$ cat src/rtl/controlador_maquina.sv
// controlador_maquina: digit sequencer and A/B arbiter in front of maquina, with failed-attempt lockout.
// Optional macro PRIORIDADE_FIXA_EN: A always beats B (fixed priority) instead of round-robin.
module controlador_maquina #(
   parameter int HOLD        = 2,
   parameter int GAP         = 1,
   parameter int DIGITOS     = 4,
   parameter int MAX_FALHAS  = 3,
   parameter int LOCK_CYCLES = 20
) (
   input  logic                              clk,
   input  logic                              reset,
   input  logic                              req_a,
   input  logic [4:1]                        num_a,
   output logic                              ack_a,
   input  logic                              req_b,
   input  logic [4:1]                        num_b,
   output logic                              ack_b,
   input  logic                              led_in,
   output logic                              insere,
   output logic [4:1]                        numero,
   output logic                              ocupado,
   output logic                              acerto,
   output logic                              bloqueado,
   output logic [$clog2(MAX_FALHAS+1)-1:0]   falhas
);
   localparam int FW   = $clog2(MAX_FALHAS + 1);
   localparam int CW   = $clog2(DIGITOS + 1);
   localparam int TMAX = HOLD > GAP ? (HOLD > LOCK_CYCLES ? HOLD : LOCK_CYCLES)
                                    : (GAP > LOCK_CYCLES ? GAP : LOCK_CYCLES);
   localparam int TW   = $clog2(TMAX + 1);

   typedef enum logic [2:0] {OCIOSO, INSERE, PAUSA, VERIFICA, BLOQUEIO} state_t;

   state_t        state;
   logic [TW-1:0] t;
   logic [CW-1:0] cnt;
   logic          pick_b;

`ifdef PRIORIDADE_FIXA_EN
   assign pick_b = req_b & ~req_a;
`else
   logic ptr;
   // ptr=1 means B wins the next tie
   assign pick_b = req_b & (~req_a | ptr);
`endif

   always_ff @(posedge clk or posedge reset)
      if (reset) begin
         state     <= OCIOSO;
         t         <= '0;
         cnt       <= '0;
         insere    <= 1'b0;
         numero    <= '0;
         ack_a     <= 1'b0;
         ack_b     <= 1'b0;
         ocupado   <= 1'b0;
         acerto    <= 1'b0;
         bloqueado <= 1'b0;
         falhas    <= '0;
`ifndef PRIORIDADE_FIXA_EN
         ptr       <= 1'b0;
`endif
      end else begin
         ack_a  <= 1'b0;
         ack_b  <= 1'b0;
         acerto <= 1'b0;
         case (state)
            OCIOSO:
               if (req_a | req_b) begin
                  ack_a   <= ~pick_b;
                  ack_b   <= pick_b;
                  numero  <= pick_b ? num_b : num_a;
                  insere  <= 1'b1;
                  ocupado <= 1'b1;
                  cnt     <= cnt + 1'b1;
                  t       <= '0;
                  state   <= INSERE;
`ifndef PRIORIDADE_FIXA_EN
                  ptr     <= ~pick_b;
`endif
               end
            INSERE:
               if (t == TW'(HOLD - 1)) begin
                  insere <= 1'b0;
                  t      <= '0;
                  state  <= PAUSA;
               end else
                  t <= t + 1'b1;
            PAUSA:
               if (t == TW'(GAP - 1)) begin
                  t       <= '0;
                  ocupado <= int'(cnt) == DIGITOS;
                  state   <= int'(cnt) == DIGITOS ? VERIFICA : OCIOSO;
               end else
                  t <= t + 1'b1;
            VERIFICA: begin
               cnt <= '0;
               t   <= '0;
               if (led_in) begin
                  acerto  <= 1'b1;
                  falhas  <= '0;
                  ocupado <= 1'b0;
                  state   <= OCIOSO;
               end else if (int'(falhas) + 1 < MAX_FALHAS) begin
                  falhas  <= falhas + 1'b1;
                  ocupado <= 1'b0;
                  state   <= OCIOSO;
               end else begin
                  falhas    <= FW'(MAX_FALHAS);
                  bloqueado <= 1'b1;
                  state     <= BLOQUEIO;
               end
            end
            BLOQUEIO:
               if (t == TW'(LOCK_CYCLES - 1)) begin
                  bloqueado <= 1'b0;
                  falhas    <= '0;
                  ocupado   <= 1'b0;
                  t         <= '0;
                  state     <= OCIOSO;
               end else
                  t <= t + 1'b1;
            default: state <= OCIOSO;
         endcase
      end
endmodule
$ cat config.mk
export PLATFORM = sky130hd
export DESIGN_NAME = controlador_maquina
export DESIGN_NICKNAME = d
export VERILOG_FILES = /design/src/rtl/controlador_maquina.sv
export SDC_FILE = /design/constraint.sdc
export NUM_CORES = 1
export LEC_CHECK = 0
export CAP_MARGIN = 15
export CORE_UTILIZATION = 46
export CTS_BUF_LIST = sky130_fd_sc_hd__clkbuf_4 sky130_fd_sc_hd__clkbuf_8 sky130_fd_sc_hd__clkbuf_16
export DETAILED_ROUTE_END_ITERATION = 8
export GPL_ROUTABILITY_DRIVEN = 1
export PLACE_DENSITY = 0.8
export SLEW_MARGIN = 10
export SYNTH_ARGS = -nofsm -noshare
export SYNTH_HDL_FRONTEND = slang
export SYNTH_SLANG_ARGS = --single-unit
export TNS_END_PERCENT = 5
$ cat constraint.sdc
create_clock -name clk -period 1.75 [get_ports clk]
set_input_delay 0.35 -clock clk [delete_from_list [all_inputs] [get_ports clk]]
set_output_delay 0.35 -clock clk [all_outputs]
set_load 0.05 [all_outputs]
==> results of run 1 <==
where the power goes:
| group | internal, mW | switching [mW] |
|---|---|---|
| registers | 0.748 | 0.161 |
| clock network | 0.127 | 0.167 |
| logic | 0.757 | 0.963 |
cell usage after synthesis (2+ instances only):
| cell type | instances |
|---|---|
| mux2i_1 | 6 |
| ha_1 | 5 |
| nor3_1 | 2 |
| xor2_1 | 3 |
| a21oi_1 | 9 |
| nor2_1 | 18 |
| clkbuf_8 | 2 |
| o21ai_0 | 7 |
| buf_6 | 2 |
| nand3_1 | 3 |
| xnor2_1 | 2 |
| dfrtp_1 | 24 |
| nand2_1 | 8 |
| nor4b_1 | 2 |
| inv_1 | 12 |
what timing repair did:
action | CTS | global route
resized for setup | 3 | 7
cloned | 0 | 0
buffers inserted | 0 | 3
hold buffers | 0 | 0
pin swaps | 1 | 4
endpoints found under the setup margin | 4 | 9
state kept, by name, indices dropped and copies added, names as in the netlist, 2 cells and up:
register / flops
t: 5
numero: 4
cnt: 3
state: 3
falhas: 2
worst max path at each step:
stage               endpoint   from  cells past startpoint
finish              state[0]   t[1]                      7
detailed placement      t[2]  req_a                      5
global route         ocupado   t[0]                      7
CTS                  ocupado   t[1]                      6
global placement        t[2]  req_a                      5
floorplan            ocupado   t[0]                      6
worst min-delay path, stage by stage:
cell and delay [ps]:
clkdlybuf4s50_1 390, inv_1 50, buf_4 290
routing by layer:
layer / GRT usage, % / vias up / routed length, um
met5: 0 / - / 0
met1: 23.0 / 525 / 1180
met3: 3.00 / 5 / 108
met2: 33.1 / 32 / 1440
li1: - / 564 / -
met4: 6.27 / 0 / 38
through the flow:
stage	util, %	instance area (um^2)
6_report	64.2	1790
5_1_grt	64.2	1790
4_1_cts	62.8	1750
3_5_place_dp	61.3	1700
3_3_place_gp	61.3	1700
2_1_floorplan	-	1370
kinds of logic (layout without fill, tap and decap cells):
logic type	after synthesis	after routing	synth area share, %
AOI/OAI and AO/OA	32	32	17.4
xor gates and xnor gates	5	5	3.19
adders and majority gates	5	5	4.56
buffers and inverters	18	62	7.57
DFF	24	24	43.8
muxes	6	6	4.38
and+or+nand+nor	46	46	19.1
final cells by class:
class | instances | area share [%]
multi-input combinational | 94 | 38.3
timing repair buffer | 46 | 21.2
sequential | 24 | 33.7
clock buffer | 4 | 2.03
inverter | 12 | 2.52
tap | 31 | 2.17
==> summary.txt, run 1 <==
Status -> finished, final reports clean
Post-synth EDFFs -> 0
Power Dens Cells -> 1640 nW/um^2
Max Root-Sink Buffers -> 2
Clk Latency, worst-skew pair -> 320 ps
Final period util -> 98.5%
Post-Place Worst Slack -> -118 ps
Congestion Overflow GR -> 0
Worst-path clk slew -> 130 ps
Die Footprint -> 3200 um^2
Final hold viol count -> 0
Final Setup Violations -> 0
DRT Wirelength -> 2.77 mm
Largest net degree at the start of global routing -> 25
Seq/Total Area, Yosys -> 43.8%
Flops & latches, synth -> 24
# IOs -> 25
F_max -> 0.580 GHz
R2R Path End -> state[0]
HPWL Detailed -> 2.04 mm
Via count -> 1126
Drt via density -> 5.34
RePlAce Congestion -> 0.874
Critical Path Source Type -> flop
WP data arrival -> 1940 ps
Total negative slack -> 0 ps
Reg2reg setup slack -> 30 ps
Placeable Area -> 2780 um^2
Area leader, netlist -> dfrtp_1
Leading cell type in the layout, fill and taps excluded -> buf_4
Die width -> 56.6 um
Slew margin rel. -> 69.9%
Row count -> 19
Pleak -> 0.848 nW
Initial antenna violation count -> 0
Initial detailed-routing violation count -> 16
Antenna Nets Post-Route -> 0
Synth top area share -> 43.8%
Slew @ Worst Pin -> 449 ps
RSZ-0062 raised after global routing -> yes
WL/cell -> 13.1 um
# diodes -> 0
Syn Area/Cell -> 10.1 um^2
Most frequent cells in the layout -> buf_4, dfrtp_1, nor2_1
Mapped Cells -> 136
Max incr delay on CP -> 490 ps
Final nets -> 199
Critical Path End Type -> flop
CTS tree -> yes
Ys async rst share -> 100%
CTS root buf -> clkbuf_4
Starting Density -> 49.3%
Final Max Slew Viols -> 0
MaxCap Viol Count -> 0
WP buf/inv -> 3
Crit path max-delay family -> simple AND/OR/NAND/NOR gates
Share of cells above drive strength 1 -> 31.7%
Yosys cell types -> 46
Num CTS Buffers -> 3
Synthesis-to-layout area growth -> 30.2%
RR Startpoint -> t[1]
Post-route worst setup slack -> 26.7 ps
Synthesized area -> 1370 um^2
Top FF cell, synth -> dfrtp_1
Crit Path Category -> flop to flop
Top area cells in the synthesized netlist -> dfrtp_1, nor2_1, ha_1, mux2i_1, a21oi_1
Final Power -> 2.92 mW
Ys Warns -> 0
Global-route usage over all layers -> 18.7%
Vias in the first global route -> 1072
Fillers -> 218
DP Cell Count -> 204
Crit-path slowest cell -> or4b_4
Sequential Area -> 602 um^2
1st-pass router iterations -> 4
Synthesized Nets -> 154
R2r worst-path depth -> 7
Clk_skew -> 3.37 ps
Crit path max fanout -> 3
Clock sink count -> 24
DR DRC count -> 0
Peak supply drop -> 1.49 mV
Multi-input logic area -> 684 um^2
Fin cells -> 211
Minimum clock period after layout -> 1720 ps
Worst path required time -> 1970 ps
CP cell instances -> inv_2 -> buf_4 -> ha_1 -> or4b_4 -> buf_6 -> a32oi_1 -> nor2_1
Port-buffer cells -> 24
CTS H-Tree Depth -> 1
First-pass GRT wire length -> 4.66 mm
Final hold slack -> 351 ps
Hold crit path type -> primary input to asynchronous set/reset pin
Die H -> 56.6 um
(Power assumes the default switching activity.)
==> inputs of run 2 (changes only) <==
Settings changed: CORE_UTILIZATION 46 to 25, PLACE_DENSITY 0.8 to 0.52, SETUP_SLACK_MARGIN from default to 0.3.
==> run 2 against run 1 <==
Count of clock-buffer cells in the layout unchanged. Clock power up 31%. Register-to-register slack better by 80 ps. Via count down 1.6%. Sequential power down 0.6%. Power up 2.4%. Worst setup slack better by 81 ps. Routed wire length up 4.3%. Critical path depth down 1. Global-route usage down 7.4 points. Non-clock buffer count down 5. Utilization down 29 points. Critical endpoint is now ocupado. Largest cell class unchanged.
==> summary.txt, run 2 (synthesis gave the netlist of run 1 again) <==
Switching share of total power -> 43.8%
Net Switching -> 1.31 mW
Initial detailed-routing violation count -> 50
Final Util -> 35.4%
Worst-path clk slew -> 90 ps
Power Internal -> 1.68 mW
Die width -> 76.1 um
Most flops, register -> t
Final period util -> 93.9%
Peak supply drop -> 0.703 mV
Via count -> 1108
Final hold slack -> 423 ps
First-pass GRT wire length -> 5.26 mm
Clock sink count -> 24
Final Max Slew Viols -> 0
Final hold viol count -> 0
Drt via density -> 4.52
Congestion Overflow GR -> 0
Synthesis-to-layout area growth -> 34.2%
Critical Path End Type -> flop
Initial antenna violation count -> 0
Port-buffer cells -> 24
Max Root-Sink Buffers -> 2
Final nets -> 194
RSZ-0062 raised after global routing -> yes
Row count -> 26
Fillers -> 539
Antenna Nets Post-Route -> 0
Largest registers -> t (5), numero (4)
Share of cells above drive strength 1 -> 30.3%
Die H -> 76.1 um
Largest net degree at the start of global routing -> 25
Clk_skew -> 6.00 ps
Leading cell type in the layout, fill and taps excluded -> buf_4
Starting Density -> 26.3%
Slew @ Worst Pin -> 371 ps
Minimum clock period after layout -> 1640 ps
F_max -> 0.609 GHz
1st-pass router iterations -> 6
CTS H-Tree Depth -> 1
Clock Power Share -> 12.9%
RePlAce Congestion -> 0.722
MaxCap Viol Count -> 0
Vias in the first global route -> 1196
Comb power frac -> 57.0%
Power Dens Cells -> 1630 nW/um^2
# IOs -> 25
Largest register FFs -> 5
Most frequent cells in the layout -> buf_4, dfrtp_1, nor2_1
# diodes -> 0
CTS root buf -> clkbuf_8
HPWL Detailed -> 2.19 mm
Final Setup Violations -> 0
DRT Wirelength -> 2.89 mm
Num CTS Buffers -> 3
Final Power -> 2.99 mW
Placeable Area -> 5200 um^2
DR DRC count -> 0
Die Footprint -> 5790 um^2
RR Startpoint -> t[0]
Fin cells -> 245
WL/cell -> 11.8 um
Critical Path Start -> t[0]
Crit path max fanout -> 5
Global-route usage over all layers -> 11.3%
Cts-stage hold buffer count -> 0
DP Cell Count -> 237
Flop pwr share -> 30.2%
CTS tree -> yes
Clk Latency, worst-skew pair -> 270 ps
WP data arrival -> 1800 ps
Status -> finished, final reports clean
Hold crit path type -> primary input to asynchronous set/reset pin
Worst path required time -> 1910 ps
Crit Path Category -> flop to flop
Slew margin rel. -> 74.9%
Total negative slack -> 0 ps
Critical Path Source Type -> flop
Pleak -> 0.841 nW
## run 2: changes by cell type in the layout (fill, tap and decap cells not counted), sizes merged
cell  delta
buf      -5
## run 2: layout make-up
| class | count | area (um^2) | share of cell area, % |
|---|---|---|---|
| clock buffer | 4 | 55.1 | 2.99 |
| inverter | 12 | 45.0 | 2.45 |
| multi-input combinational | 94 | 713 | 38.7 |
| sequential | 24 | 602 | 32.7 |
| tap | 70 | 87.6 | 4.76 |
| timing repair buffer | 41 | 338 | 18.4 |
## run 2: routing by layer
metal / track usage [%] / up-vias / routed length (um)
met5: 0 / - / 0
met4: 5.19 / 0 / 49
met3: 2.16 / 5 / 90
met2: 20.9 / 20 / 1530
met1: 12.3 / 528 / 1220
li1: - / 555 / -
## run 2: power by group through the flow
stage | Sequential [mW] | Clock (mW) | Combinational, mW
floorplan | 1.21 | 0 | 0.907
global placement | 0.908 | 0 | 1.57
detailed placement | 0.916 | 0 | 1.61
CTS | 0.907 | 0.399 | 1.65
global route | 0.937 | 0.428 | 1.87
finish | 0.903 | 0.385 | 1.71
## run 2: timing repair
action | CTS | global route
endpoints found under the setup margin | 19 | 20
pin swaps | 1 | 5
buffers inserted | 2 | 2
resized for setup | 2 | 4
## run 2: worst paths after layout
check	endpoint	slack, ps	depth (start not counted)
hold / removal	numero[3]	420	3
max in group asynchronous	state[1]	1050	3
setup reg to reg	ocupado	110	6
min in group clk	ocupado	510	1
setup / recovery	ocupado	110	6
hold reg to reg	ocupado	510	1
## run 2: critical path, stage by stage (launching register included)
cell and delay (ps):
dfrtp_1 410, inv_2 80, ha_4 150, nor4b_4 130, o32a_4 390, and2_4 160
a32o_1 210
## run 2: per-stage QoR
stage | worst slack [ps] | instance area [um^2]
after global routing | 25.8 | 1840
after CTS | 89.3 | 1810
after global placement | -126 | 1730
after floorplan | 206 | 1390
final | 107 | 1840
after detailed placement | -153 | 1730
==> inputs of run 3 (changes only) <==
Settings changed: MAX_ROUTING_LAYER from default to met4.
==> run 3 against run 2 <==
Utilization did not move. Cell count did not move. Die area unchanged. Flip-flop and latch count unchanged. Highest routed layer unchanged.
==> summary.txt, run 3 (synthesis gave the netlist of run 1 again) <==
First-pass GRT wire length -> 5.26 mm
RR Startpoint -> t[0]
Worst path required time -> 1910 ps
Die Footprint -> 5790 um^2
Final Max Slew Viols -> 0
CTS tree -> yes
Most flops, register -> t
CTS root buf -> clkbuf_8
Antenna Nets Post-Route -> 0
Minimum clock period after layout -> 1640 ps
Hold crit path type -> primary input to asynchronous set/reset pin
Reg2reg setup slack -> 110 ps
CTS H-Tree Depth -> 1
Final period util -> 93.9%
Final hold slack -> 423 ps
Final nets -> 194
Post-route cell area -> 1840 um^2
Fillers -> 539
Congestion Overflow GR -> 0
DP Area -> 1730 um^2
Vias in the first global route -> 1196
Die width -> 76.1 um
# IOs -> 25
RSZ-0062 raised after global routing -> yes
Starting Density -> 26.3%
Max Root-Sink Buffers -> 2
Critical Path End Type -> flop
Critical Path Source Type -> flop
Slew margin rel. -> 74.9%
Power Dens Cells -> 1630 nW/um^2
1st-pass router iterations -> 6
Drt via density -> 4.52
Num CTS Buffers -> 3
RePlAce Congestion -> 0.730
Clk_skew -> 6.06 ps
DRT Wirelength -> 2.89 mm
WP buf/inv -> 1
Row count -> 26
Largest registers -> t (5), numero (4)
Synthesis-to-layout area growth -> 34.2%
Final Setup Violations -> 0
Worst-path clk slew -> 90 ps
Worst path depth -> 6
Status -> finished, final reports clean
Slew @ Worst Pin -> 371 ps
Max incr delay on CP -> 410 ps
DR DRC count -> 0
Crit-path slowest cell -> dfrtp_1
R2R Path End -> ocupado
Largest net degree at the start of global routing -> 25
Leading cell type in the layout, fill and taps excluded -> buf_4
# diodes -> 0
Crit path max-delay family -> compound AO/OA/AOI/OAI gates
Placeable Area -> 5200 um^2
Initial antenna violation count -> 0
Share of cells above drive strength 1 -> 30.3%
Global-route usage over all layers -> 11.6%
WP data arrival -> 1800 ps
Crit Path Category -> flop to flop
Crit path max fanout -> 5
WL/cell -> 11.8 um
F_max -> 0.609 GHz
Pleak -> 0.841 nW
Most frequent cells in the layout -> buf_4, dfrtp_1, nor2_1
Via count -> 1108
CP cell instances -> inv_2 -> ha_4 -> nor4b_4 -> o32a_4 -> and2_4 -> a32o_1
HPWL Detailed -> 2.19 mm
Peak supply drop -> 0.703 mV
Initial detailed-routing violation count -> 50
Die H -> 76.1 um
Largest register FFs -> 5
Port-buffer cells -> 24
Final hold viol count -> 0
R2r worst-path depth -> 6
MaxCap Viol Count -> 0
Clock sink count -> 24
Clk Latency, worst-skew pair -> 270 ps
-- run 3: cell counts in the layout (fill, tap and decap cells not counted) --
Identical to the previous run, type by type.
-- run 3: worst reg2reg max path, stage by stage (launching register included) --
cell	delay [ps]
dfrtp_1	410
inv_2	80
ha_4	150
nor4b_4	130
o32a_4	400
and2_4	160
a32o_1	210
-- run 3: worst max-delay path by stage --
| stage | startpoint | end |
|---|---|---|
| 6_report | t[0] | ocupado |
| 4_1_cts | t[0] | ocupado |
| 3_5_place_dp | req_b | t[2] |
| 2_1_floorplan | t[0] | ocupado |
| 3_3_place_gp | req_b | t[2] |
| 5_1_grt | t[0] | t[2] |
-- run 3: timing repair --
item | 4_1_cts | 5_1_grt
resized for setup | 2 | 4
setup endpoints to repair | 19 | 20
hold buffers | 0 | 0
buffers inserted | 2 | 2
pin swaps | 1 | 5
-- run 3: layer usage --
metal  GRT usage (%)  part of all wire (%)  up-vias
met5               -                     0        -
met4            5.19                   1.8        0
met3            1.80                   2.3        5
met2            20.9                    53       20
met1            12.5                    43      528
li1                -                     -      555
-- run 3: stage by stage --
step / TNS, ps / power [mW] / worst slack [ps] / utilization [%] / cells
after floorplan: 0 / 2.11 / 206 / - / 136
after global placement: -442 / 2.48 / -126 / 33.2 / 237
after detailed placement: -690 / 2.52 / -153 / 33.2 / 237
after CTS: 0 / 2.96 / 89.3 / 34.7 / 243
after global routing: 0 / 3.24 / 25.8 / 35.4 / 245
final: 0 / 2.99 / 107 / 35.4 / 245
-- run 3: report_power, final --
group	internal, mW	total (mW)	switching (mW)
Sequential	0.748	0.903	0.155
Clock	0.201	0.385	0.183
Combinational	0.734	1.70	0.971
-- run 3: cell type report --
cell class                      instances  area (um^2)  area share, %
Clock buffer                            4         55.1           2.99
Inverter                               12         45.0           2.45
Multi-Input combinational cell         94          713           38.7
Sequential cell                        24          602           32.7
Tap cell                               70         87.6           4.76
Timing Repair Buffer                   41          338           18.4
==> RTL edit: new RTL, config.mk and constraints of run 1 <==
Change the parameter `LOCK_CYCLES` from 20 to 10.
--- a/src/rtl/controlador_maquina.sv
+++ b/src/rtl/controlador_maquina.sv
@@ -6,5 +6,5 @@
    parameter int DIGITOS     = 4,
    parameter int MAX_FALHAS  = 3,
-   parameter int LOCK_CYCLES = 20
+   parameter int LOCK_CYCLES = 10
 ) (
    input  logic                              clk,
Function: same outputs for any inputs over 10 cycles, from zero or initial values and one cycle with reset high; that may be too few to reach the edited logic, so the function may still have changed.
==> RTL edit against run 1 <==
Setup slack gained 110 ps. Sequential cell count decreased by 1. Synthesized cell count fell by 8.8%. Highest routed layer unchanged. Design area is 13% lower. Routed wire length decreased by 7.2%. Power down 5.9%. Maximum frequency rose by 6.8%. Count of clock-buffer cells in the layout shrank 1. Area after synthesis decreased by 9.9%. Critical endpoint is now falhas[0]. Utilization shrank 2.3 points.
==> RTL edit: results (changes against run 1) <==
\begin{tabular}{lr}
\hline
Metric & Value \\
\hline
\multicolumn{2}{l}{\textbf{Run status}} \\
\quad Status & completed (unchanged) \\
\multicolumn{2}{l}{\textbf{STA}} \\
\quad Worst-case clock skew & 5.21 ps (was 3.37 ps) \\
\quad Portion of the clock cycle consumed by the worst path in the final layout & 92.2\% (was 98.5\%) \\
\quad Slew at the pin closest to its max-slew limit & 433 ps (was 449 ps) \\
\quad Hold WS & 370 ps (was 351 ps) \\
\multicolumn{2}{l}{\textbf{Global routing}} \\
\quad Total routing resource utilization after global routing & 21.5\% (was 18.7\%) \\
\quad Pin count of the biggest net entering global routing & 24 (was 25) \\
\quad Number of global-route vias before repair & 983 (was 1072) \\
\quad Met3 layer usage reported by global route & 3.67\% (was 3.00\%) \\
\quad Fraction of met2 tracks used by global routing & 35.8\% (was 33.1\%) \\
\quad Global Route met1 Usage & 27.2\% (was 23.0\%) \\
\multicolumn{2}{l}{\textbf{Power}} \\
\quad Worst IR drop on VDD & 0.00126 V (was 0.00149 V) \\
\quad LEAKAGE & 0.000733 uW (was 0.000848 uW) \\
\multicolumn{2}{l}{\textbf{Yosys}} \\
\quad Compound-Gate Fraction of Synth Area & 16.9\% (was 17.4\%) \\
\quad Average instance area after synthesis & 9.96 um\^{}2 (was 10.1 um\^{}2) \\
\quad Top post-synthesis cells by count & dfrtp\_1 (23), inv\_1 (13), nor2\_1 (11) (was dfrtp\_1 (24), nor2\_1 (18), inv\_1 (12)) \\
\quad Multiplexer share of the synthesized area & 5.88\% (was 4.38\%) \\
\quad Fraction of the mapped netlist area in adder cells & 5.07\% (was 4.56\%) \\
\quad Share of the yosys chip area belonging to registers & 46.6\% (was 43.8\%) \\
\multicolumn{2}{l}{\textbf{Place}} \\
\quad Final weighted congestion in routability-driven placement & 0.775 (was 0.874) \\
\quad Placed Instance Area & 1520 um\^{}2 (was 1700 um\^{}2) \\
\quad DPL Wire Length & 2.06 mm (was 2.04 mm) \\
\multicolumn{2}{l}{\textbf{Critical path}} \\
\quad Maximum single-stage delay on the critical path & 430 ps (was 490 ps) \\
\quad Worst reg-to-reg setup slack & 140 ps (was 30 ps) \\
\quad Critical path's slowest cell & dfrtp\_1 (was or4b\_4) \\
\quad Maximum fanout encountered on the critical timing path & 4 (was 3) \\
\multicolumn{2}{l}{\textbf{Finish}} \\
\quad Layout cell share with drive strength beyond 1 & 19.9\% (was 31.7\%) \\
\quad Final standard cell count with taps included and fillers excluded & 186 (was 211) \\
\quad Registers with the highest flip-flop counts & numero: 4 flops, t: 4 flops (was t: 5 flops, numero: 4 flops) \\
\multicolumn{2}{l}{\textbf{Routing}} \\
\quad Drt initial violations & 21 (was 16) \\
\quad Vias after detailed routing & 992 (was 1126) \\
\quad Met3 routed WL & 90 um (was 108 um) \\
\quad Routed wire length on met2 & 1.29 mm (was 1.44 mm) \\
\quad Routed met1 length & 1.14 mm (was 1.18 mm) \\
\multicolumn{2}{l}{\textbf{Clock tree}} \\
\quad Cts repair resizes & 0 (was 3) \\
\hline
\end{tabular}
## RTL edit: area by class of cell
| type | count | area (um^2) |
|---|---|---|
| timing repair buffer | 32 | 270 |
| clock buffer | 3 | 22.5 |
| clock inverter | 1 | 5.00 |
| fill | 221 | 952 |
| multi-input combinational | 84 | 588 |
| inverter | 13 | 48.8 |
| sequential | 23 | 576 |
| tap | 30 | 37.5 |
## RTL edit: power groups by stage
| stage | logic, uW | clock network, uW | registers (uW) |
|---|---|---|---|
| 6_report | 1600 | 247 | 906 |
| 5_1_grt | 1740 | 281 | 941 |
| 4_1_cts | 1610 | 257 | 906 |
| 3_5_place_dp | 1610 | 0 | 915 |
| 3_3_place_gp | 1560 | 0 | 902 |
| 2_1_floorplan | 740 | 0 | 1300 |
## RTL edit: cells by family (layout without fill, tap and decap cells)
logic type	after synthesis	after routing
AOI/OAI and AO/OA	29	29
muxes	7	7
and+or+nand+nor	38	38
xor gates and xnor gates	5	5
buffers and inverters	17	49
DFF	23	23
adders and majority gates	5	5
